--- config.mk ---
export PLATFORM = sky130hd
export DESIGN_NAME = fpga_device
export DESIGN_NICKNAME = d
export VERILOG_FILES = /design/src/rtl/smart_uart_pkg.sv /design/src/rtl/smart_uart_rx.sv /design/src/rtl/fpga_device.sv
export SDC_FILE = /design/constraint.sdc
export NUM_CORES = 1
export LEC_CHECK = 0
export ABC_AREA = 1
export BUFFER_PORTS_ARGS = -buffer_cell sky130_fd_sc_hd__clkbuf_2
export CAP_MARGIN = 0
export CELL_PAD_IN_SITES_DETAIL_PLACEMENT = 1
export CELL_PAD_IN_SITES_GLOBAL_PLACEMENT = 1
export CORE_UTILIZATION = 52
export CTS_CLUSTER_DIAMETER = 50
export CTS_CLUSTER_SIZE = 14
export DETAILED_ROUTE_END_ITERATION = 8
export GPL_TIMING_DRIVEN = 0
export HOLD_SLACK_MARGIN = 0.15
export PLACE_DENSITY = 0.86
export SLEW_MARGIN = 20
export SYNTH_ARGS = -nofsm -noshare
export SYNTH_HDL_FRONTEND = slang
export SYNTH_SLANG_ARGS = --single-unit
export TNS_END_PERCENT = 10
--- constraint.sdc ---
create_clock -name brd_clk -period 7.7 [get_ports brd_clk]
set_clock_uncertainty 0.1 [all_clocks]
set_input_delay 0.385 -clock brd_clk [delete_from_list [all_inputs] [get_ports brd_clk]]
set_output_delay 0.385 -clock brd_clk [all_outputs]
set_load 0.05 [all_outputs]
--- src/rtl/smart_uart_pkg.sv ---
// Shared types, ASCII constants and helpers for the smart UART device.
// Contents: RX/TX/decoder state enums, reply/event byte constants,
// bit-period computation and hex <-> ASCII helpers.
package smart_uart_pkg;

  typedef enum logic [2:0] {RX_IDLE, RX_START, RX_DATA, RX_PARITY, RX_STOP} rx_state_t;
  typedef enum logic [2:0] {TX_IDLE, TX_START, TX_DATA, TX_PARITY, TX_STOP} tx_state_t;
  typedef enum logic       {DEC_IDLE, DEC_WAIT_ARG} dec_state_t;

  localparam logic [7:0] ASCII_L     = 8'h4C;
  localparam logic [7:0] ASCII_QUERY = 8'h3F;
  localparam logic [7:0] ASCII_B     = 8'h42;
  localparam logic [7:0] ASCII_K     = 8'h4B;
  localparam logic [7:0] ASCII_BANG  = 8'h21;
  localparam logic [7:0] ASCII_P     = 8'h50;
  localparam logic [7:0] ASCII_R     = 8'h52;
  localparam logic [7:0] ASCII_0     = 8'h30;
  localparam logic [7:0] ASCII_1     = 8'h31;

  // Rounded bit period in clock cycles.
  function automatic int unsigned calc_div(input int unsigned clk_hz, input int unsigned baud);
    return (clk_hz + baud / 2) / baud;
  endfunction

  function automatic logic is_hex(input logic [7:0] b);
    return ((b >= 8'h30) && (b <= 8'h39)) ||
           ((b >= 8'h41) && (b <= 8'h46)) ||
           ((b >= 8'h61) && (b <= 8'h66));
  endfunction

  function automatic logic [3:0] hex_val(input logic [7:0] b);
    logic [7:0] v;
    if (b <= 8'h39)      v = b - 8'h30;
    else if (b >= 8'h61) v = b - 8'h57;
    else                 v = b - 8'h37;
    return v[3:0];
  endfunction

  function automatic logic [7:0] to_hex_ascii(input logic [3:0] n);
    return (n < 4'd10) ? (8'h30 + {4'h0, n}) : (8'h37 + {4'h0, n});
  endfunction

endpackage

--- src/rtl/smart_uart_rx.sv ---
// UART receiver: 2-flop synchronizer, mid-bit sampling, parity/framing check.
// Ports: clk/rst (async active-high), rx_i serial in (idle high),
//        valid_o 1-cycle good-byte pulse with data_o, err_o 1-cycle bad-frame pulse.
module smart_uart_rx
  import smart_uart_pkg::*;
#(
  parameter int unsigned DIV       = 434,
  parameter bit          PARITY_EN = 1'b0
) (
  input  logic       clk,
  input  logic       rst,
  input  logic       rx_i,
  output logic       valid_o,
  output logic [7:0] data_o,
  output logic       err_o
);

  localparam int unsigned CNT_W = $clog2(DIV + 1);
  localparam int unsigned HALF  = DIV / 2;

  logic [1:0]       sync_q;
  logic             prev_q;
  rx_state_t        state_q;
  logic [CNT_W-1:0] cnt_q;
  logic [2:0]       bit_q;
  logic [7:0]       shift_q;
  logic             par_err_q;
  logic             rx_s;

  assign rx_s = sync_q[1];

  // Receive FSM; a start is only recognised on a 1->0 transition of the synchronized line.
  always_ff @(posedge clk or posedge rst) begin
    if (rst) begin
      sync_q    <= 2'b11;
      prev_q    <= 1'b1;
      state_q   <= RX_IDLE;
      cnt_q     <= '0;
      bit_q     <= '0;
      shift_q   <= '0;
      par_err_q <= 1'b0;
      valid_o   <= 1'b0;
      data_o    <= '0;
      err_o     <= 1'b0;
    end else begin
      sync_q  <= {sync_q[0], rx_i};
      prev_q  <= rx_s;
      valid_o <= 1'b0;
      err_o   <= 1'b0;
      case (state_q)
        RX_IDLE: begin
          cnt_q <= '0;
          if (prev_q && !rx_s) begin
            state_q   <= RX_START;
            par_err_q <= 1'b0;
          end
        end
        RX_START: begin
          if (cnt_q == CNT_W'(HALF - 1)) begin
            cnt_q   <= '0;
            bit_q   <= '0;
            // Line back high at mid start bit: treat as a glitch.
            state_q <= rx_s ? RX_IDLE : RX_DATA;
          end else begin
            cnt_q <= cnt_q + CNT_W'(1);
          end
        end
        RX_DATA: begin
          if (cnt_q == CNT_W'(DIV - 1)) begin
            cnt_q   <= '0;
            shift_q <= {rx_s, shift_q[7:1]};
            if (bit_q == 3'd7) state_q <= PARITY_EN ? RX_PARITY : RX_STOP;
            else               bit_q   <= bit_q + 3'd1;
          end else begin
            cnt_q <= cnt_q + CNT_W'(1);
          end
        end
        RX_PARITY: begin
          if (cnt_q == CNT_W'(DIV - 1)) begin
            cnt_q     <= '0;
            par_err_q <= rx_s ^ (^shift_q);
            state_q   <= RX_STOP;
          end else begin
            cnt_q <= cnt_q + CNT_W'(1);
          end
        end
        RX_STOP: begin
          if (cnt_q == CNT_W'(DIV - 1)) begin
            cnt_q   <= '0;
            state_q <= RX_IDLE;
            if (rx_s && !par_err_q) begin
              valid_o <= 1'b1;
              data_o  <= shift_q;
            end else begin
              err_o <= 1'b1;
            end
          end else begin
            cnt_q <= cnt_q + CNT_W'(1);
          end
        end
        default: state_q <= RX_IDLE;
      endcase
    end
  end

endmodule

--- src/rtl/fpga_device.sv ---
// Smart UART device: command decoder driving an LED register, debounced
// button events, and a UART transmitter arbitrating reply and event slots.
// Ports: brd_clk, brd_rst (async active-high), brd_gp_button (raw, 1=pressed),
//        uart_rx / uart_tx (idle high), led (4-bit register).
module fpga_device
  import smart_uart_pkg::*;
#(
  parameter int unsigned CLK_FREQ_HZ     = 50000000,
  parameter int unsigned BAUDRATE        = 115200,
  parameter bit          PARITY_EN       = 1'b0,
  parameter int unsigned DEBOUNCE_CYCLES = 4096
) (
  input  logic       brd_clk,
  input  logic       brd_rst,
  input  logic       brd_gp_button,
  input  logic       uart_rx,
  output logic       uart_tx,
  output logic [3:0] led
);

  localparam int unsigned DIV   = calc_div(CLK_FREQ_HZ, BAUDRATE);
  localparam int unsigned CNT_W = $clog2(DIV + 1);
  localparam int unsigned DB_W  = $clog2(DEBOUNCE_CYCLES + 1);

  logic       rx_valid;
  logic [7:0] rx_data;
  logic       rx_err;

  smart_uart_rx #(.DIV(DIV), .PARITY_EN(PARITY_EN)) u_rx (
    .clk    (brd_clk),
    .rst    (brd_rst),
    .rx_i   (uart_rx),
    .valid_o(rx_valid),
    .data_o (rx_data),
    .err_o  (rx_err)
  );

  // Command decoder: produces at most one reply byte per received frame.
  dec_state_t dec_state_q;
  logic [3:0] led_q;
  logic       reply_vld_q;
  logic [7:0] reply_byte_q;
  logic       db_level_q;

  always_ff @(posedge brd_clk or posedge brd_rst) begin
    if (brd_rst) begin
      dec_state_q  <= DEC_IDLE;
      led_q        <= '0;
      reply_vld_q  <= 1'b0;
      reply_byte_q <= '0;
    end else begin
      reply_vld_q <= 1'b0;
      if (rx_err) begin
        reply_vld_q  <= 1'b1;
        reply_byte_q <= ASCII_BANG;
      end else if (rx_valid) begin
        case (dec_state_q)
          DEC_IDLE: begin
            if (rx_data == ASCII_L) begin
              dec_state_q <= DEC_WAIT_ARG;
            end else begin
              reply_vld_q <= 1'b1;
              if (rx_data == ASCII_QUERY)  reply_byte_q <= to_hex_ascii(led_q);
              else if (rx_data == ASCII_B) reply_byte_q <= db_level_q ? ASCII_1 : ASCII_0;
              else                         reply_byte_q <= rx_data;
            end
          end
          DEC_WAIT_ARG: begin
            dec_state_q <= DEC_IDLE;
            reply_vld_q <= 1'b1;
            if (is_hex(rx_data)) begin
              led_q        <= hex_val(rx_data);
              reply_byte_q <= ASCII_K;
            end else begin
              reply_byte_q <= ASCII_BANG;
            end
          end
          default: dec_state_q <= DEC_IDLE;
        endcase
      end
    end
  end

  // Button debouncer; a level change is accepted only after an unbroken run of disagreement.
  logic [1:0]      btn_sync_q;
  logic [DB_W-1:0] db_cnt_q;
  logic            evt_vld_q;
  logic [7:0]      evt_byte_q;

  always_ff @(posedge brd_clk or posedge brd_rst) begin
    if (brd_rst) begin
      btn_sync_q <= '0;
      db_cnt_q   <= '0;
      db_level_q <= 1'b0;
      evt_vld_q  <= 1'b0;
      evt_byte_q <= '0;
    end else begin
      btn_sync_q <= {btn_sync_q[0], brd_gp_button};
      evt_vld_q  <= 1'b0;
      if (btn_sync_q[1] != db_level_q) begin
        if (db_cnt_q == DB_W'(DEBOUNCE_CYCLES - 1)) begin
          db_cnt_q   <= '0;
          db_level_q <= btn_sync_q[1];
          evt_vld_q  <= 1'b1;
          evt_byte_q <= btn_sync_q[1] ? ASCII_P : ASCII_R;
        end else begin
          db_cnt_q <= db_cnt_q + DB_W'(1);
        end
      end else begin
        db_cnt_q <= '0;
      end
    end
  end

  // Slot arbitration: reply has priority whenever the transmitter is idle.
  tx_state_t tx_state_q;
  logic      reply_full_q, event_full_q;
  logic [7:0] reply_q, event_q;
  logic       take_reply_c, take_event_c;
  logic [7:0] tx_load_c;

  always_comb begin
    take_reply_c = 1'b0;
    take_event_c = 1'b0;
    tx_load_c    = reply_q;
    if (tx_state_q == TX_IDLE) begin
      if (reply_full_q) begin
        take_reply_c = 1'b1;
      end else if (event_full_q) begin
        take_event_c = 1'b1;
        tx_load_c    = event_q;
      end
    end
  end

  // Replies arriving while the slot is occupied are dropped; events overwrite.
  always_ff @(posedge brd_clk or posedge brd_rst) begin
    if (brd_rst) begin
      reply_full_q <= 1'b0;
      reply_q      <= '0;
      event_full_q <= 1'b0;
      event_q      <= '0;
    end else begin
      if (reply_vld_q && (!reply_full_q || take_reply_c)) begin
        reply_full_q <= 1'b1;
        reply_q      <= reply_byte_q;
      end else if (take_reply_c) begin
        reply_full_q <= 1'b0;
      end
      if (evt_vld_q) begin
        event_full_q <= 1'b1;
        event_q      <= evt_byte_q;
      end else if (take_event_c) begin
        event_full_q <= 1'b0;
      end
    end
  end

  // Transmit FSM with registered serial output.
  logic [CNT_W-1:0] tx_cnt_q;
  logic [2:0]       tx_bit_q;
  logic [7:0]       tx_sh_q;
  logic             tx_par_q;
  logic             uart_tx_q;

  always_ff @(posedge brd_clk or posedge brd_rst) begin
    if (brd_rst) begin
      tx_state_q <= TX_IDLE;
      tx_cnt_q   <= '0;
      tx_bit_q   <= '0;
      tx_sh_q    <= '0;
      tx_par_q   <= 1'b0;
      uart_tx_q  <= 1'b1;
    end else begin
      if (tx_state_q == TX_IDLE) begin
        tx_cnt_q <= '0;
        if (take_reply_c || take_event_c) begin
          tx_sh_q    <= tx_load_c;
          tx_par_q   <= ^tx_load_c;
          uart_tx_q  <= 1'b0;
          tx_state_q <= TX_START;
        end
      end else if (tx_cnt_q != CNT_W'(DIV - 1)) begin
        tx_cnt_q <= tx_cnt_q + CNT_W'(1);
      end else begin
        tx_cnt_q <= '0;
        case (tx_state_q)
          TX_START: begin
            uart_tx_q  <= tx_sh_q[0];
            tx_bit_q   <= '0;
            tx_state_q <= TX_DATA;
          end
          TX_DATA: begin
            if (tx_bit_q == 3'd7) begin
              uart_tx_q  <= PARITY_EN ? tx_par_q : 1'b1;
              tx_state_q <= PARITY_EN ? TX_PARITY : TX_STOP;
            end else begin
              uart_tx_q <= tx_sh_q[1];
              tx_sh_q   <= {1'b0, tx_sh_q[7:1]};
              tx_bit_q  <= tx_bit_q + 3'd1;
            end
          end
          TX_PARITY: begin
            uart_tx_q  <= 1'b1;
            tx_state_q <= TX_STOP;
          end
          default: begin
            uart_tx_q  <= 1'b1;
            tx_state_q <= TX_IDLE;
          end
        endcase
      end
    end
  end

  assign uart_tx = uart_tx_q;
  assign led     = led_q;

endmodule

==> summary.md <==
| Metric | Value |
|---|---|
| Number of flops mapped to enable cells by yosys | 0 |
| Reg-to-reg endpoint | led[0]$_DFFE_PP0P_ |
| Multi-input gate area | approximately 2600 µm² |
| DRC viols | 0 |
| PwrDens | ~190 nW/µm² |
| CTS tree | yes |
| Syn Nets | between 600 and 700 |
| First-pass DRT Iterations | 4 |
| R2r setup slk | around 5700 ps |
| Final core utilization | a little under 60% |
| Post-CTS Setup Bufs | 0 |
| Routed length per instance | approximately 15 µm |
| Die Y | 106 µm |
| CP Cell Sequence | inv_1, ha_1, inv_1, nor2_1, nand2_1, nand3_1, nor3b_4, nand2_2, nand2_1, nand2_1 |
| Cts repair resizes | 0 |
| First-pass GRT wire length | 22,600 µm |
| RR Startpoint | u_rx.data_o[0]$_DFFE_PP0P_ |
| GR Util All Layers | between 20 and 30% |
| Initial antenna violation count | 0 |
| DP HPWL | 9520 µm |
| Synth Area in Compound Gates | 9.71% |
| Final WS setup | 5750 ps |
| Worst path most repeated cell | nand2_1 |
| Highest fanout seen on the critical path | 6 |
| CP startpoint kind | flip-flop |
| RSZ-0062 raised after global routing | no |
| Min Hold Slack | 258 ps |
| Yosys warns | 0 |
| # clock sinks | about 110 |
| Largest family of logic cells by synthesized area | simple AND/OR/NAND/NOR gates |
| Worst EP required | 7890 ps |
| CP Launch Point | u_rx.data_o[0]$_DFFE_PP0P_ |
| Core ar. | 10,400 µm² |
| F_max | between 500 and 600 MHz |
| Hold Crit Class | reg2reg |
| Fraction of registers with async set/reset | 100% |
| Endpoints failing setup | 0 |
| Post-Route WL | between 10,000 and 15,000 µm |
| CP endpoint kind | flip-flop |
| I/O pin total | 9 |
| Top-count cell post-synth | nand2_1 |
| Cell variety after synth | 43 |
| Global route overflow | 0 |
| Final Cell Area | ~6100 µm² |
| Layout area overhead | 8.34% |
| Sequential fraction of the synthesis area | a little under half |
| Adder-Cell Fraction of Synth Area | 3.54% |
| CP max stage delay | roughly 460 ps |
| Post-synth top area share | a little under half |
| CTS buffer count | 9 |
| Fin. max-slew vios | 0 |
| Max-cap viol count | 0 |
| Slowest stage cell, crit path | dfrtp_1 |
| CP Class | reg2reg |
| Post-synthesis simple-gate area fraction | between 20% and 30% |
| Status | finished clean |
| Starting DRT DRC Count | roughly 150 |
| Synth top area cells | dfrtp_1, nand2_1, inv_1 |
| Commonest cells post-synth | nand2_1, dfrtp_1, inv_1 |
| Predominant post-synthesis flop cell | dfrtp_1 |
| Htree depth | 3 |
| Final Cycle Share | 25.4% |
| Root Buffer | clkbuf_8 |
| Min Tclk post-route | about 2000 ps |
| Largest net degree at the start of global routing | 82 |
| Sequential Area | roughly 2700 µm² |
| Max VDD drop | between 0.2 and 0.25 mV |
| Max Root-Sink Buffers | 2 |
| Die Area | approximately 11,000 µm² |
| Via density | between 5 and 6 |
| Worst slew pin tran | between 400 and 500 ps |
| Share of cells above drive strength 1 | approximately 17% |
| Routed vias | roughly 4.5k |
| Mapped cell area | around 5700 µm² |
| Worst setup path end | led[0]$_DFFE_PP0P_ |
| Avg Inst Size Synth | 8.46 µm² |
| Arr. time, crit path | about 2100 ps |
| Vias in the first global route | between 4k and 5k |
| Synth area leader | dfrtp_1 |
| Mapped Cells | approximately 670 |
| Number of routed nets with antenna violations | 0 |
| Fill count | between 1k and 1.5k |
| DIE WIDTH | roughly 110 µm |
| DP Worst Slack | around 5800 ps |
| ANT cells | 0 |
| Worst-Skew Late Latency | a little under 400 ps |
| Rel. slew slack | 66.8% |
| Setup TNS | 0 ps |
| Rows | 37 |
| Xor/xnor share of the synthesized area | roughly 2.2% |
| Nets | slightly above 700 |
| IO Port Bufs | 8 |
| Placed cell areas | roughly 5900 µm² |
| Fin. Hold Viols | 0 |
| CTS clock-pin slew for the worst setup and hold paths | 100 ps |
| Synth Register Bits | roughly 110 |
| FF-to-FF path depth | 10 |
| Gpl congestion | roughly 0.81 |
| Multiplexer share of the synthesized area | less than 1% |
| Starting density of the core | about 54% |
| Leakage power | roughly 3.0 nW |
[state kept, by name, summed over array words and instances (netlist names), 8 cells and up]
register,cells
u_rx.cnt_q,9
reply_q,8
u_rx.shift_q,8
db_cnt_q,13
tx_cnt_q,9
u_rx.data_o,8
reply_byte_q,8
tx_sh_q,8
[power breakdown]
| part | switching, mW | total (mW) | internal (mW) |
|---|---|---|---|
| logic | 0.146 | 0.208 | 0.0622 |
| registers | 0.0227 | 0.599 | 0.576 |
| clock network | 0.202 | 0.355 | 0.153 |
[cells by family (layout without fill, tap and decap cells)]
family	Yosys count	after routing
xor gates and xnor gates	14	14
adders and majority gates	16	16
and+or+nand+nor	351	351
buffers and inverters	91	119
AOI/OAI and AO/OA	87	87
DFF	106	106
muxes	4	4
[worst max-delay path, delay by kind of cell, from the launching register on]
kind	cells	cell delay [ps]
adder cells (fa/ha/maj)	1	230
buffers and inverters	2	230
AND/OR/NAND/NOR	7	830
flip-flops	1	460
[worst min path at each step]
stage / from / endpoint / slack, ps / cells past startpoint
after global placement: u_rx.sync_q[0]$_DFF_PP1_ / u_rx.sync_q[1]$_DFF_PP1_ / 250 / 0
after global routing: u_rx.sync_q[0]$_DFF_PP1_ / u_rx.sync_q[1]$_DFF_PP1_ / 270 / 0
after floorplan: btn_sync_q[0]$_DFF_PP0_ / btn_sync_q[1]$_DFF_PP0_ / 230 / 0
after detailed placement: u_rx.sync_q[0]$_DFF_PP1_ / u_rx.sync_q[1]$_DFF_PP1_ / 250 / 0
after CTS: u_rx.sync_q[0]$_DFF_PP1_ / u_rx.sync_q[1]$_DFF_PP1_ / 260 / 0
final: u_rx.sync_q[0]$_DFF_PP1_ / u_rx.sync_q[1]$_DFF_PP1_ / 260 / 0
[layer usage]
layer	part of all wire [%]	GRT usage (%)
met1	41	28.7
met2	55	47.5
met3	2.1	4.90
met4	1.6	8.13
met5	0	0
[cell usage in the layout, fill, tap and decap left out, drive strengths merged]
cell type / netlist / final
xnor2: 4 / 4
a31oi: 2 / 2
nor4: 1 / 1
clkbuf: 2 / 19
or2: 1 / 1
nor3: 22 / 22
nor2: 65 / 65
and3: 2 / 2
mux2: 4 / 4
clkinv: 3 / 6
a21oi: 17 / 17
nand3: 43 / 43
dlygate4sd3: 0 / 3
nand4: 4 / 4
a31o: 1 / 1
nand3b: 1 / 1
o21ai: 61 / 61
ha: 16 / 16
buf: 7 / 8
o211ai: 1 / 1
bufinv: 0 / 1
xor2: 10 / 10
nor3b: 5 / 5
nand2: 207 / 207
dfstp: 4 / 4
inv: 79 / 82
o22ai: 5 / 5
dfrtp: 102 / 102
[cell type report]
cell class                      count  share of cell area, %
Buffer                              9                   1.18
Clock buffer                        9                   2.02
Clock inverter                      7                   1.22
Inverter                           82                   5.27
Multi-Input combinational cell    472                   42.6
Sequential cell                   106                   43.4
Tap cell                          136                   2.78
Timing Repair Buffer               12                   1.59
[repair_timing]
| item | in CTS | in global routing |
|---|---|---|
| endpoints found under the hold margin | 27 | 0 |
| hold buffers | 3 | 0 |
| endpoints found under the setup margin | 0 | 0 |
[metrics by stage]
| stage | power [mW] | cells |
|---|---|---|
| global route | 1.22 | 833 |
| floorplan | 0.766 | 669 |
| finish | 1.16 | 833 |
| CTS | 1.18 | 833 |
| detailed placement | 0.818 | 814 |
| global placement | 0.800 | 813 |
Note: power is estimated with default switching activity, not from simulation.
